<file path="src/rtl/reg_access_ctrl_pkg.sv">
// -----------------------------------------------------------------------------
// reg_access_ctrl_pkg
// Shared definitions for the register access controller: request opcodes,
// FSM state encodings and a small opcode helper.
// -----------------------------------------------------------------------------
package reg_access_ctrl_pkg;

    // Request opcodes carried on req_op
    typedef enum logic [1:0] {
        OP_WRITE   = 2'b00,
        OP_READ    = 2'b01,
        OP_WVERIFY = 2'b10,
        OP_ILLEGAL = 2'b11
    } op_e;

    // Controller states; the register strobes are decoded directly from these
    typedef enum logic [1:0] {
        S_IDLE  = 2'b00,
        S_WRITE = 2'b01,
        S_READ  = 2'b10,
        S_RESP  = 2'b11
    } state_e;

    // True for ops that start with a register write
    function automatic logic op_writes(input op_e op);
        return (op == OP_WRITE) || (op == OP_WVERIFY);
    endfunction

endpackage

</file>
<file path="src/rtl/reg_access_ctrl_sat_counter.sv">
// -----------------------------------------------------------------------------
// reg_access_ctrl_sat_counter
// Saturating up-counter: increments on inc, holds once it reaches all-ones.
// Ports:
//   clk   in   clock
//   rst_n in   asynchronous active-low reset (clears count)
//   inc   in   increment request
//   count out  current count value
// -----------------------------------------------------------------------------
module reg_access_ctrl_sat_counter #(
    parameter int WIDTH = 8
) (
    input  logic             clk,
    input  logic             rst_n,
    input  logic             inc,
    output logic [WIDTH-1:0] count
);

    logic [WIDTH-1:0] count_q;
    logic [WIDTH-1:0] count_d;

    always_comb begin
        count_d = count_q;
        if (inc && (count_q != {WIDTH{1'b1}})) begin
            count_d = count_q + 1'b1;
        end
    end

    always_ff @(posedge clk or negedge rst_n) begin
        if (!rst_n) begin
            count_q <= '0;
        end else begin
            count_q <= count_d;
        end
    end

    assign count = count_q;

endmodule

</file>
<file path="src/rtl/reg_access_ctrl.sv">
// -----------------------------------------------------------------------------
// reg_access_ctrl
// Sequencer in front of a single-register storage stage. Accepts WRITE, READ
// and WRITE_VERIFY requests on a valid/ready channel, drives the register's
// write and read strobes one at a time, and returns the result on a
// valid/ready response channel. Keeps a wrapping transaction counter and a
// saturating error counter.
// Ports:
//   clk, rst_n                          clock, async active-low reset
//   req_valid/req_ready/req_op/req_data request channel
//   resp_valid/resp_ready/resp_data/resp_err  response channel
//   reg_write_data/reg_write_enable/reg_read_enable/reg_read_data
//                                       register storage stage interface
//   txn_count, err_count                status counters
// -----------------------------------------------------------------------------
module reg_access_ctrl
    import reg_access_ctrl_pkg::*;
#(
    parameter int DATA_WIDTH = 8,
    parameter int CNT_WIDTH  = 8
) (
    input  logic                  clk,
    input  logic                  rst_n,
    input  logic                  req_valid,
    output logic                  req_ready,
    input  logic [1:0]            req_op,
    input  logic [DATA_WIDTH-1:0] req_data,
    output logic                  resp_valid,
    input  logic                  resp_ready,
    output logic [DATA_WIDTH-1:0] resp_data,
    output logic                  resp_err,
    output logic [DATA_WIDTH-1:0] reg_write_data,
    output logic                  reg_write_enable,
    output logic                  reg_read_enable,
    input  logic [DATA_WIDTH-1:0] reg_read_data,
    output logic [CNT_WIDTH-1:0]  txn_count,
    output logic [CNT_WIDTH-1:0]  err_count
);

    state_e                state_q;
    op_e                   op_q;
    logic [DATA_WIDTH-1:0] wdata_q;
    logic [DATA_WIDTH-1:0] resp_data_q;
    logic                  resp_err_q;
    logic [CNT_WIDTH-1:0]  txn_count_q;
    logic [CNT_WIDTH-1:0]  txn_count_d;
    logic                  resp_hs;
    op_e                   req_op_e;

    assign req_op_e = op_e'(req_op);
    assign resp_hs  = (state_q == S_RESP) && resp_ready;

    // Controller FSM. Latched write data doubles as reg_write_data so the
    // register sees a stable value for the whole write cycle.
    always_ff @(posedge clk or negedge rst_n) begin
        if (!rst_n) begin
            state_q     <= S_IDLE;
            op_q        <= OP_WRITE;
            wdata_q     <= '0;
            resp_data_q <= '0;
            resp_err_q  <= 1'b0;
        end else begin
            case (state_q)
                S_IDLE: begin
                    if (req_valid) begin
                        op_q    <= req_op_e;
                        wdata_q <= req_data;
                        if (op_writes(req_op_e)) begin
                            state_q <= S_WRITE;
                        end else if (req_op_e == OP_READ) begin
                            state_q <= S_READ;
                        end else begin
                            // Illegal op: respond immediately, no register access
                            state_q     <= S_RESP;
                            resp_data_q <= req_data;
                            resp_err_q  <= 1'b1;
                        end
                    end
                end
                S_WRITE: begin
                    if (op_q == OP_WVERIFY) begin
                        state_q <= S_READ;
                    end else begin
                        state_q     <= S_RESP;
                        resp_data_q <= wdata_q;
                        resp_err_q  <= 1'b0;
                    end
                end
                S_READ: begin
                    // Register read data is valid during the read-strobe cycle
                    state_q     <= S_RESP;
                    resp_data_q <= reg_read_data;
                    resp_err_q  <= (op_q == OP_WVERIFY) && (reg_read_data != wdata_q);
                end
                S_RESP: begin
                    if (resp_ready) begin
                        state_q <= S_IDLE;
                    end
                end
                default: state_q <= S_IDLE;
            endcase
        end
    end

    // Strobes come straight from the state register: they are mutually
    // exclusive by construction and drop as soon as reset asserts.
    assign req_ready        = (state_q == S_IDLE);
    assign resp_valid       = (state_q == S_RESP);
    assign reg_write_enable = (state_q == S_WRITE);
    assign reg_read_enable  = (state_q == S_READ);
    assign reg_write_data   = wdata_q;
    assign resp_data        = resp_data_q;
    assign resp_err         = resp_err_q;

    // Completed-transaction counter, wraps naturally
    always_comb begin
        txn_count_d = txn_count_q;
        if (resp_hs) begin
            txn_count_d = txn_count_q + 1'b1;
        end
    end

    always_ff @(posedge clk or negedge rst_n) begin
        if (!rst_n) begin
            txn_count_q <= '0;
        end else begin
            txn_count_q <= txn_count_d;
        end
    end

    assign txn_count = txn_count_q;

    reg_access_ctrl_sat_counter #(
        .WIDTH (CNT_WIDTH)
    ) u_err_cnt (
        .clk   (clk),
        .rst_n (rst_n),
        .inc   (resp_hs && resp_err_q),
        .count (err_count)
    );

endmodule

</file>
<file path="config.mk">
export PLATFORM = sky130hd
export DESIGN_NAME = reg_access_ctrl
export DESIGN_NICKNAME = d
export VERILOG_FILES = /design/src/rtl/reg_access_ctrl_pkg.sv /design/src/rtl/reg_access_ctrl_sat_counter.sv /design/src/rtl/reg_access_ctrl.sv
export SDC_FILE = /design/constraint.sdc
export NUM_CORES = 1
export LEC_CHECK = 0
export BUFFER_PORTS_ARGS = -buffer_cell sky130_fd_sc_hd__buf_2
export CAP_MARGIN = 30
export CORE_MARGIN = 5
export CORE_UTILIZATION = 54
export CTS_CLUSTER_DIAMETER = 50
export DETAILED_ROUTE_END_ITERATION = 6
export GPL_ROUTABILITY_DRIVEN = 1
export PLACE_DENSITY = 0.81
export SLEW_MARGIN = 20
export SYNTH_ARGS = -nofsm -noshare
export SYNTH_HDL_FRONTEND = slang
export SYNTH_HIERARCHICAL = 1
export SYNTH_SLANG_ARGS = --single-unit
</file>
<file path="constraint.sdc">
create_clock -name clk -period 3.4 [get_ports clk]
set_input_delay 0.34 -clock clk [delete_from_list [all_inputs] [get_ports clk]]
set_output_delay 0.34 -clock clk [all_outputs]
set_load 0.03 [all_outputs]
</file>
=== Word-level counts from Yosys, hierarchy flattened ===
Cells that the tools add are included.

* $add $sub $neg: 2
* Equality and inequality tests: 13
* Muxes and demuxes: 16
* Reductions and logical operators: 11

{| class="wikitable"
|+ Operator list
! operator !! count
|-
| 8-bit two-way mux || 4
|-
| 8-bit one-hot mux with 3 select lines || 1
|-
| 8-bit by 1-bit adder with 8-bit output (second input constant) || 2
|-
| 2-bit equality test (second input constant) || 4
|-
| 2-bit != test (second input constant) || 4
|-
| 8-bit != test || 1
|-
| 8-bit != test (second input constant) || 1
|-
| 2-bit one-hot mux with 4 select lines || 1
|-
| 1-bit two-way mux || 6
|-
| 2-bit two-way mux || 3
|-
| 5-bit AND reduction || 1
|-
| 2-bit by 1-bit equality test with 1-bit output (second input constant) || 2
|-
| 1-bit logical AND || 4
|-
| 2-bit logical NOT || 2
|-
| 2-bit AND reduction || 2
|-
| 1-bit one-hot mux with 3 select lines || 1
|-
| 3-bit nonzero test || 1
|-
| 2-bit by 1-bit != test with 1-bit output (second input constant) || 1
|-
| 1-bit logical OR || 1
|}

* Register bits after elaboration: 37
* Input port bits: 22
* Output and inout bits: 37

=== Depth between registers and ports, before layout ===
Gate-level depths: netlist of run 1.

* Depth after elaboration: 5
* Depth in mapped cells: 8
* Mapped depth without buffers: 6

=== Modules after synthesis ===
Netlist of run 1, hierarchy kept.

{| class="wikitable"
|+ By module, submodules not included
! module !! times used !! cells an instance !! area each (µm²)
|-
| reg_access_ctrl || 1 || 142 || 1488.9
|-
| reg_access_ctrl_sat_counter || 1 || 34 || 407.9
|}

=== Worst setup path before layout of run 1 ===
OpenSTA, ideal clock, no wires.

* Kind: reg-to-reg
* Start: register state_q[0]
* End: register u_err_cnt.count_q[5] (netlist: u_err_cnt/count[5])
* Setup time: 0.125 ns
* Arrival: 1.743 ns
* Data required time: 3.275 ns
* Slack: 1.532 ns
* Cell stages (with the launch flop): 6
* Buffers on the path: 0
* Period minus slack after synthesis: 1.868 ns
* Cell sequence: dfrtp_1 > ha_1 > and3_1 > and4_4 > nand3_2 > mux2_4

* Cells in the longest elaborated chain, start to end: 4

{| class="wikitable"
|+ Ends and longest elaborated chain
! item !! line !! source
|-
| from (decl) || reg_access_ctrl.sv:40 || <nowiki>state_e state_q;</nowiki>
|-
| from (signal assigned) || reg_access_ctrl.sv:57 || <nowiki>state_q <= S_IDLE;</nowiki>
|-
| from (signal assigned) || reg_access_ctrl.sv:69 || <nowiki>state_q <= S_WRITE;</nowiki>
|-
| from (signal assigned) || reg_access_ctrl.sv:71 || <nowiki>state_q <= S_READ;</nowiki>
|-
| 2-bit equality test || - ||
|-
| net resp_valid || reg_access_ctrl.sv:28 || <nowiki>output logic resp_valid,</nowiki>
|-
| 1-bit logical AND || reg_access_ctrl.sv:51 || <nowiki>assign resp_hs = (state_q == S_RESP) && resp_ready;</nowiki>
|-
| 1-bit logical AND || reg_access_ctrl.sv:138 || <nowiki>.inc (resp_hs && resp_err_q),</nowiki>
|-
| 1-bit logical AND || reg_access_ctrl_sat_counter.sv:24 || <nowiki>if (inc && (count_q != {WIDTH{1'b1}})) begin</nowiki>
|-
| to (signal assigned) || reg_access_ctrl_sat_counter.sv:33 || <nowiki>count_q <= count_d;</nowiki>
|-
| to (decl) || reg_access_ctrl_sat_counter.sv:19 || <nowiki>logic [WIDTH-1:0] count_q;</nowiki>
|}

The timed path passes the listed nets, and every way through them passes these cells.
A chain may end at the register's enable or synchronous reset.

=== Final worst setup path of run 1 ===
* Start: register state_q[0]
* End: output port reg_read_enable

* Cells in the longest elaborated chain, start to end: 1

{| class="wikitable"
|+ Ends and longest elaborated chain
! item !! line !! source
|-
| 2-bit equality test || reg_access_ctrl.sv:110 || <nowiki>assign reg_read_enable = (state_q == S_READ);</nowiki>
|-
| to (decl) || reg_access_ctrl.sv:34 || <nowiki>output logic reg_read_enable,</nowiki>
|}

Every way passes these cells.

==> flow_metrics.env, run 1 <==
export IMPL_nFillCells=306
export IMPL_placed_cell_area_sq_mm=0.00220
export IMPL_cts_tree="yes"
export IMPL_ys_warnings_count=6
export IMPL_path_class="reg -> out"
export IMPL_clock_tree_buffer_depth=2
export IMPL_drive_gt1_share_pct=35.0
export IMPL_reg2reg_slack_ps=1510
export IMPL_grt_total_usage_pct=17.2
export IMPL_synthesis_instances=176
export IMPL_hold_class="in -> async"
export IMPL_cts_buffers=5
export IMPL_clock_sinks=37
export IMPL_crit_arrival_ps=1580
export IMPL_place_congestion=0.773
export IMPL_synthDistinctLibCells=39
export IMPL_vias=1493
export IMPL_grt_pass1_wl_um=6660
export IMPL_worst_slew_pin_slew_ps=789
export IMPL_syn_num_nets=205
export IMPL_syn_to_final_growth_pct=19.3
export IMPL_post_cts_buffers=0
export IMPL_hold_viol_final=0
export IMPL_antenna_found_initial=0
export IMPL_r2r_start="state_q[1]$_DFFE_PN0P_"
export IMPL_rsz0062_at_grt="no"
export IMPL_seqCellArea_sq_um=926
export IMPL_worstPathRequired_ps=3060
export IMPL_fmax_ghz=0.521
export IMPL_firstDrtPassIters=4
export IMPL_crit_path_end_kind="output pin"
export IMPL_ys_seq_area_share_pct=48.8
export IMPL_fin_crit_sh_pct=56.4
export IMPL_tns_ps=0
export IMPL_grt_max_degree=38
export IMPL_ioPinCount=59
export IMPL_clock_latency_ps=340
export IMPL_n_antenna_cell=0
export IMPL_final_cells=280
export IMPL_path_max_fanout=12
export IMPL_drt_wl_total_um=3920
export IMPL_syn_mean_instance_area_sq_um=10.8
export IMPL_layout_commonest_cell="buf_2"
export IMPL_cpMaxStageDelayCell="dfrtp_1"
export IMPL_final_max_slew_viol_count=0
export IMPL_skew_ps=2.13
export IMPL_synthFlopType="dfrtp_1"
export IMPL_cp_cell_sequence="inv_1, ha_1, buf_2"
export IMPL_num_rows=21
export IMPL_wl_per_cell_um=14.0
export IMPL_outcome="finished clean"
export IMPL_power_leakage_nw=1.10
export IMPL_final_cell_mix="buf_2, dfrtp_1, nand2_1"
export IMPL_drt_iter0_markers=103
export IMPL_core_area_sq_mm=0.00336
export IMPL_setup_slack_ps=1480
export IMPL_startpoint="state_q[0]$_DFFE_PN0P_"
export IMPL_hold_buffers=0
export IMPL_finalCriticalPeriod_ps=1920
export IMPL_ys_seq_elements=37
export IMPL_grt_pass1_vias=1435
export IMPL_dieArea_sq_mm=0.00480
export IMPL_die_w_um=69.3
export IMPL_die_h_um=69.3
export IMPL_drc=0
export IMPL_avgViaCountPerCell=5.33
export IMPL_cts_root_buf="clkbuf_4"
export IMPL_relSlewSlack_pct=47.4
export IMPL_cts_max_level=2
export IMPL_cpPeakStageDelay_ps=440
export IMPL_synth_async_reset_ratio_pct=100
export IMPL_num_nets_final=263
export IMPL_syn_area_sq_mm=0.00190
export IMPL_pre_cts_ws_ps=1530
export IMPL_grt_ovfl_total=0
export IMPL_place_inst=273
export IMPL_p_per_area_mw_per_mm2=1000
export IMPL_post_dp_hpwl_um=2970
export IMPL_fin_area_sq_mm=0.00226
export IMPL_multi_input_area_sq_um=911
export IMPL_worst_ir_drop_vdd_uv=810
export IMPL_cts_clk_slew_worst_paths_ps=110
export IMPL_start_kind="register"
export IMPL_setup_violations_final=0
export IMPL_final_antenna_net_count=0
export IMPL_synth_edf_count=0
export IMPL_post_cts_resized=0
export IMPL_io_buffers=58
export IMPL_initial_core_util_pct=56.4
export IMPL_cap_viol_max_count=0
-- final cells by class --
class	instances	share of cell area, %
clock buffers	6	2.27
clock inverters	1	0.332
inverters	5	0.830
multi-input cells	127	40.3
flip-flops and latches	37	40.9
well taps	46	2.54
repair buffers	58	12.8
-- kinds of logic (layout without fill, tap and decap cells) --
| kind of cell | count (synthesis) | count (layout) | synth area share, % |
|---|---|---|---|
| AO/OA/AOI/OAI | 42 | 42 | 14.6 |
| XOR/XNOR | 17 | 17 | 7.85 |
| adder cells (fa/ha/maj) | 7 | 7 | 4.62 |
| buffers and inverters | 12 | 70 | 3.17 |
| flip-flops | 37 | 37 | 48.8 |
| multiplexers | 14 | 14 | 8.44 |
| AND/OR/NAND/NOR | 47 | 47 | 12.5 |
-- through the flow --
stage / hold WS [ps] / util [%] / power [mW]
floorplan: 44.4 / - / 1.75
global placement: 458 / 65.5 / 2.01
detailed placement: 459 / 65.5 / 2.05
CTS: 84.9 / 67.3 / 2.29
global route: 119 / 67.3 / 2.45
finish: 67.2 / 67.3 / 2.27
-- routing by layer --
layer,routed length (um),track usage (%),up-vias,part of all wire [%]
li1,-,-,747,-
met1,1790,22.3,701,46
met2,1820,26.3,38,46
met3,234,5.22,7,6.0
met4,80,7.81,0,2.0
met5,0,0,-,0
-- cell usage after synthesis, types with 2 or more instances --
cell       n  area share, %
a22oi_1    8            3.2
nand3_1    9            2.4
a31oi_1    2           0.66
a41oi_1    2           0.92
nor2b_1    2           0.66
o21ai_1    2           0.53
inv_1      5           0.99
xnor2_1    8            3.7
nor4_1     2           0.66
and3_1     4            1.3
mux2_2    11            6.5
a21oi_1    2           0.53
o21ai_0   16            4.2
clkbuf_1   5           0.99
nand2_1   23            4.6
dfrtp_1   37             49
buf_6      2            1.2
xor2_1     9            4.2
ha_1       7            4.6
-- registers in the layout, summed over array words and instances (netlist names) --
name             flops
reg_write_data       8
resp_data            8
txn_count            8
u_err_cnt/count      8
op_q                 2
state_q              2
resp_err             1
-- worst max-delay path: cells and delay by family (launching register included) --
family                     cells  cell delay, ps
DFF                            1             440
buffers and inverters          2             380
adders and majority gates      1             410
-- power by group --
group	total [mW]	internal (mW)	switching (mW)
Combinational	1.24	0.432	0.810
Clock	0.241	0.0968	0.144
Sequential	0.785	0.619	0.166
-- path summary, 6_finish.rpt --
check,to,cells past startpoint
hold reg to reg,txn_count[7]$_DFFE_PN0P_,1
max in group asynchronous,reg_write_data[3]$_DFFE_PN0P_,1
setup / recovery,reg_read_enable,3
setup reg to reg,resp_err$_DFFE_PN0P_,5
min in group clk,reg_write_data[7]$_DFFE_PN0P_,2
hold / removal,resp_data[7]$_DFFE_PN0P_,1
(Power assumes the default switching activity.)
==> inputs of run 2 (changes only) <==
--- a/config.mk
+++ b/config.mk
@@ -8,11 +8,11 @@
 export BUFFER_PORTS_ARGS = -buffer_cell sky130_fd_sc_hd__buf_2
 export CAP_MARGIN = 30
 export CORE_MARGIN = 5
-export CORE_UTILIZATION = 54
+export CORE_UTILIZATION = 51
 export CTS_CLUSTER_DIAMETER = 50
 export DETAILED_ROUTE_END_ITERATION = 6
 export GPL_ROUTABILITY_DRIVEN = 1
-export PLACE_DENSITY = 0.81
+export PLACE_DENSITY = 0.77
 export SLEW_MARGIN = 20
 export SYNTH_ARGS = -nofsm -noshare
 export SYNTH_HDL_FRONTEND = slang
==> constraint.sdc (replaced) <==
create_clock -name clk -period 1.85 [get_ports clk]
set_input_delay 0.185 -clock clk [delete_from_list [all_inputs] [get_ports clk]]
set_output_delay 0.185 -clock clk [all_outputs]
set_load 0.03 [all_outputs]
==> flow_metrics.env, run 2 (same netlist as run 1, synthesis figures left out) <==
export IMPL_ioPinCount=59
export IMPL_layout_commonest_cell="buf_2"
export IMPL_final_core_util_pct=64.6
export IMPL_crit_path_end_kind="output pin"
export IMPL_relSlewSlack_pct=46.8
export IMPL_drt_wl_total_um=4010
export IMPL_antenna_found_initial=0
export IMPL_power_leakage_nw=1.15
export IMPL_initial_core_util_pct=52.2
export IMPL_violations="negative hold slack"
export IMPL_outcome="finished, violations left"
export IMPL_fin_hold_ws_ps=-16.5
export IMPL_tns_ps=0
export IMPL_grt_pass1_wl_um=6570
export IMPL_drive_gt1_share_pct=37.1
export IMPL_avgViaCountPerCell=5.31
export IMPL_fin_crit_sh_pct=93.3
export IMPL_grt_util_met2_pct=24.0
export IMPL_clock_tree_buffer_depth=2
export IMPL_internal_power_mw=2.34
export IMPL_die_h_um=71.0
export IMPL_nFillCells=320
export IMPL_place_inst=280
export IMPL_grt_pass1_vias=1426
export IMPL_cap_viol_max_count=0
export IMPL_grt_total_usage_pct=16.3
export IMPL_finalCriticalPeriod_ps=1730
export IMPL_cts_max_level=2
export IMPL_num_nets_final=268
export IMPL_start_kind="register"
export IMPL_crit_arrival_ps=1540
export IMPL_drc=0
export IMPL_die_w_um=71.0
export IMPL_final_cell_mix="buf_2, dfrtp_1, nand2_1"
export IMPL_grtUsageMet1_pct=22.9
export IMPL_skew_ps=5.58
export IMPL_cp_cell_sequence="inv_1, ha_1, buf_2"
export IMPL_post_dp_hpwl_um=3070
export IMPL_power_frac_clock_pct=13.9
export IMPL_fin_area_sq_mm=0.00235
export IMPL_cts_buffers=5
export IMPL_path_class="reg -> out"
export IMPL_p_comb_share_pct=53.6
export IMPL_p_sw_share_pct=47.4
export IMPL_seqCellArea_sq_um=926
export IMPL_seq_power_share_pct=32.5
export IMPL_placed_cell_area_sq_mm=0.00225
export IMPL_cts_clk_slew_worst_paths_ps=70
export IMPL_netSwitchingPower_mw=2.10
export IMPL_core_area_sq_mm=0.00363
export IMPL_setup_slack_ps=125
export IMPL_cts_tree="yes"
export IMPL_dieArea_sq_mm=0.00504
export IMPL_final_max_slew_viol_count=0
export IMPL_rsz0062_at_grt="no"
export IMPL_setup_violations_final=0
export IMPL_worst_slew_pin_slew_ps=798
export IMPL_vias=1530
export IMPL_hold_class="in -> async"
export IMPL_fmax_ghz=0.580
export IMPL_top_usage_layer="met2"
export IMPL_final_antenna_net_count=0
export IMPL_drt_iter0_markers=106
export IMPL_hold_viol_final=37
export IMPL_post_cts_resized=0
export IMPL_post_cts_buffers=0
export IMPL_cts_root_buf="clkbuf_8"
export IMPL_firstDrtPassIters=5
export IMPL_power_mw=4.44
export IMPL_wl_per_cell_um=13.9
export IMPL_hold_buffers=0
export IMPL_p_per_area_mw_per_mm2=1890
export IMPL_grt_max_degree=38
export IMPL_num_rows=22
export IMPL_grt_met3_usage_pct=5.11
export IMPL_final_cells=288
export IMPL_clock_sinks=37
export IMPL_pre_cts_ws_ps=142
export IMPL_place_congestion=0.794
export IMPL_worstPathRequired_ps=1660
export IMPL_syn_to_final_growth_pct=23.7
export IMPL_cpMaxStageDelayCell="dfrtp_1"
export IMPL_n_antenna_cell=0
export IMPL_clock_latency_ps=290
export IMPL_worst_ir_drop_vdd_uv=1070
export IMPL_path_max_fanout=12
export IMPL_cpPeakStageDelay_ps=430
export IMPL_grt_ovfl_total=0
export IMPL_multi_input_area_sq_um=913
export IMPL_io_buffers=58
[run 2: cell count changes in the layout (fill, tap and decap cells not counted), sizes merged]
cell / change
buf: +5
clkbuf: +1
clkinv: +1
clkinvlp: -1
[run 2: area by class of cell]
cell class                      instances  area share (%)
Clock buffer                            7            4.10
Clock inverter                          1           0.213
Inverter                                5           0.800
Multi-Input combinational cell        127            38.9
Sequential cell                        37            39.4
Tap cell                               48            2.56
Timing Repair Buffer                   63            14.0
[run 2: path summary, 6_finish.rpt]
check / from / end / slack [ps] / depth (start not counted)
worst max-delay path: state_q[0]$_DFFE_PN0P_ / reg_read_enable / 120 / 3
worst min-delay path: rst_n / resp_data[7]$_DFFE_PN0P_ / -20 / 1
worst min register to register: txn_count[7]$_DFFE_PN0P_ / txn_count[7]$_DFFE_PN0P_ / 470 / 1
max in group asynchronous: rst_n / txn_count[3]$_DFFE_PN0P_ / 1370 / 1
worst max register to register: state_q[0]$_DFFE_PN0P_ / u_err_cnt/count[5]$_DFFE_PN0P_ / 130 / 5
min in group clk: req_data[1] / reg_write_data[1]$_DFFE_PN0P_ / 140 / 2
[run 2: power by group through the flow]
stage,Sequential (mW),Combinational (mW),Clock [mW]
floorplan,1.94,1.27,0
global placement,1.44,2.35,0
detailed placement,1.46,2.39,0
CTS,1.44,2.40,0.633
global route,1.50,2.57,0.667
finish,1.44,2.38,0.616
[run 2: metal layers]
| metal | up-vias | wire length (um) |
|---|---|---|
| met1 | 726 | 1880 |
| met4 | 0 | 32 |
| li1 | 758 | - |
| met2 | 42 | 1880 |
| met3 | 4 | 218 |
| met5 | - | 0 |
[run 2: critical path: cells and delay by family, from the launching register on]
kind                       cells  cell delay, ps
adders and majority gates      1             430
buffers and inverters          2             390
DFF                            1             430
==> inputs of run 3 (changes only) <==
--- a/config.mk
+++ b/config.mk
@@ -12,7 +12,7 @@
 export CTS_CLUSTER_DIAMETER = 50
 export DETAILED_ROUTE_END_ITERATION = 6
 export GPL_ROUTABILITY_DRIVEN = 1
-export PLACE_DENSITY = 0.77
+export PLACE_DENSITY = 0.8
 export SLEW_MARGIN = 20
 export SYNTH_ARGS = -nofsm -noshare
 export SYNTH_HDL_FRONTEND = slang
==> flow_metrics.env, run 3 (same netlist as run 1, synthesis figures left out) <==
export IMPL_outcome="finished clean"
export IMPL_die_w_um=71.0
export IMPL_die_h_um=71.0
export IMPL_post_cts_resized=0
export IMPL_post_dp_hpwl_um=3150
export IMPL_cts_root_buf="clkbuf_8"
export IMPL_grt_pass1_wl_um=7080
export IMPL_skew_ps=4.54
export IMPL_grt_pass1_vias=1524
export IMPL_internal_power_mw=2.44
export IMPL_worstPathRequired_ps=1660
export IMPL_tns_ps=0
export IMPL_path_max_fanout=12
export IMPL_place_congestion=0.803
export IMPL_start_kind="register"
export IMPL_drc=0
export IMPL_final_max_slew_viol_count=0
export IMPL_power_leakage_nw=1.16
export IMPL_hold_viol_final=0
export IMPL_path_buf_inv=2
export IMPL_cpPeakStageDelay_ps=430
export IMPL_cp_cell_sequence="inv_1, ha_1, buf_2"
export IMPL_setup_slack_ps=122
export IMPL_seq_power_share_pct=31.6
export IMPL_p_comb_share_pct=52.6
export IMPL_num_nets_final=270
export IMPL_avgViaCountPerCell=5.39
export IMPL_clock_tree_buffer_depth=2
export IMPL_crit_arrival_ps=1540
export IMPL_clock_sinks=37
export IMPL_ioPinCount=59
export IMPL_post_cts_buffers=0
export IMPL_drive_gt1_share_pct=37.2
export IMPL_io_buffers=58
export IMPL_pre_cts_ws_ps=193
export IMPL_num_rows=22
export IMPL_vias=1562
export IMPL_core_area_sq_mm=0.00363
export IMPL_drt_iter0_markers=109
export IMPL_dieArea_sq_mm=0.00504
export IMPL_firstDrtPassIters=4
export IMPL_cp_top_family="flip-flops"
export IMPL_power_frac_clock_pct=15.8
export IMPL_cts_clk_slew_worst_paths_ps=70
export IMPL_initial_core_util_pct=52.2
export IMPL_fin_crit_sh_pct=93.4
export IMPL_grt_total_usage_pct=17.6
export IMPL_path_class="reg -> out"
export IMPL_drt_wl_total_um=4180
export IMPL_fmax_ghz=0.579
export IMPL_rr_worst_depth=5
export IMPL_wl_per_cell_um=14.4
export IMPL_layout_commonest_cell="buf_2"
export IMPL_cts_max_level=2
export IMPL_finalCriticalPeriod_ps=1730
export IMPL_rsz0062_at_grt="no"
export IMPL_hold_class="in -> reg"
export IMPL_grt_max_degree=38
export IMPL_final_cell_mix="buf_2, dfrtp_1, nand2_1"
export IMPL_setup_violations_final=0
export IMPL_cts_tree="yes"
export IMPL_grt_ovfl_total=0
export IMPL_min_path_cells=2
export IMPL_n_antenna_cell=0
export IMPL_cts_buffers=5
export IMPL_hold_buffers=1
export IMPL_worst_ir_drop_vdd_uv=954
export IMPL_cpMaxStageDelayCell="dfrtp_1"
export IMPL_final_antenna_net_count=0
export IMPL_p_sw_share_pct=46.7
export IMPL_netSwitchingPower_mw=2.13
export IMPL_path_depth=3
export IMPL_clock_latency_ps=290
export IMPL_p_per_area_mw_per_mm2=1920
export IMPL_antenna_found_initial=0
export IMPL_relSlewSlack_pct=69.4
export IMPL_syn_to_final_growth_pct=25.7
export IMPL_worst_slew_pin_slew_ps=459
export IMPL_crit_path_end_kind="output pin"
export IMPL_cap_viol_max_count=0
[run 3: changes by cell type in the layout (fill, tap and decap cells not counted), sizes merged]
cell and change:
buf +1, bufinv +1, clkbuf -1, clkinv -1
clkinvlp +1, dlygate4sd3 +1
[run 3: worst register-to-register path: stages (launching register included)]
cell	delay [ps]
dfrtp_1	430
ha_2	210
and3_1	250
and4_4	290
nand3_2	90
mux2_4	300
[run 3: cell type report]
type,count,area [sq um]
clock buffers,6,82.6
clock inverters,2,37.5
fillers,316,1250
inverters,5,18.8
multi-input cells,127,913
flip-flops and latches,37,926
well taps,48,60.1
repair buffers,65,345
[run 3: metal layers]
| metal | up-vias | GRT usage, % | part of all wire (%) |
|---|---|---|---|
| li1 | 760 | - | - |
| met1 | 744 | 24.5 | 47 |
| met2 | 50 | 25.7 | 45 |
| met3 | 8 | 4.55 | 6.0 |
| met4 | 0 | 8.14 | 2.2 |
| met5 | - | 0 | 0 |
[run 3: worst paths after layout]
path	from	slack, ps	to
worst max-delay path	state_q[0]$_DFFE_PN0P_	120	reg_read_enable
worst min-delay path	req_data[7]	140	reg_write_data[7]$_DFFE_PN0P_
worst max register to register	state_q[1]$_DFFE_PN0P_	190	u_err_cnt/count[5]$_DFFE_PN0P_
worst min register to register	txn_count[7]$_DFFE_PN0P_	480	txn_count[7]$_DFFE_PN0P_
max in group asynchronous	rst_n	1070	txn_count[1]$_DFFE_PN0P_
min in group asynchronous	rst_n	450	u_err_cnt/count[4]$_DFFE_PN0P_
[run 3: power by group through the flow]
stage	sequential, mW	clock, mW	combinational (mW)
after floorplan	1.94	0	1.27
after global placement	1.45	0	2.35
after detailed placement	1.46	0	2.42
after CTS	1.45	0.741	2.42
after global routing	1.51	0.785	2.63
final	1.44	0.723	2.40
[run 3: per-stage QoR]
stage | cells | total power, mW | instance area [sq um] | hold slack (ps) | utilization, %
2_1_floorplan | 176 | 3.21 | 1900 | -111 | -
3_3_place_gp | 281 | 3.79 | 2250 | 250 | 62.0
3_5_place_dp | 281 | 3.87 | 2250 | 250 | 62.0
4_1_cts | 290 | 4.61 | 2380 | 126 | 65.6
5_1_grt | 290 | 4.93 | 2380 | 137 | 65.6
6_report | 290 | 4.57 | 2380 | 135 | 65.6
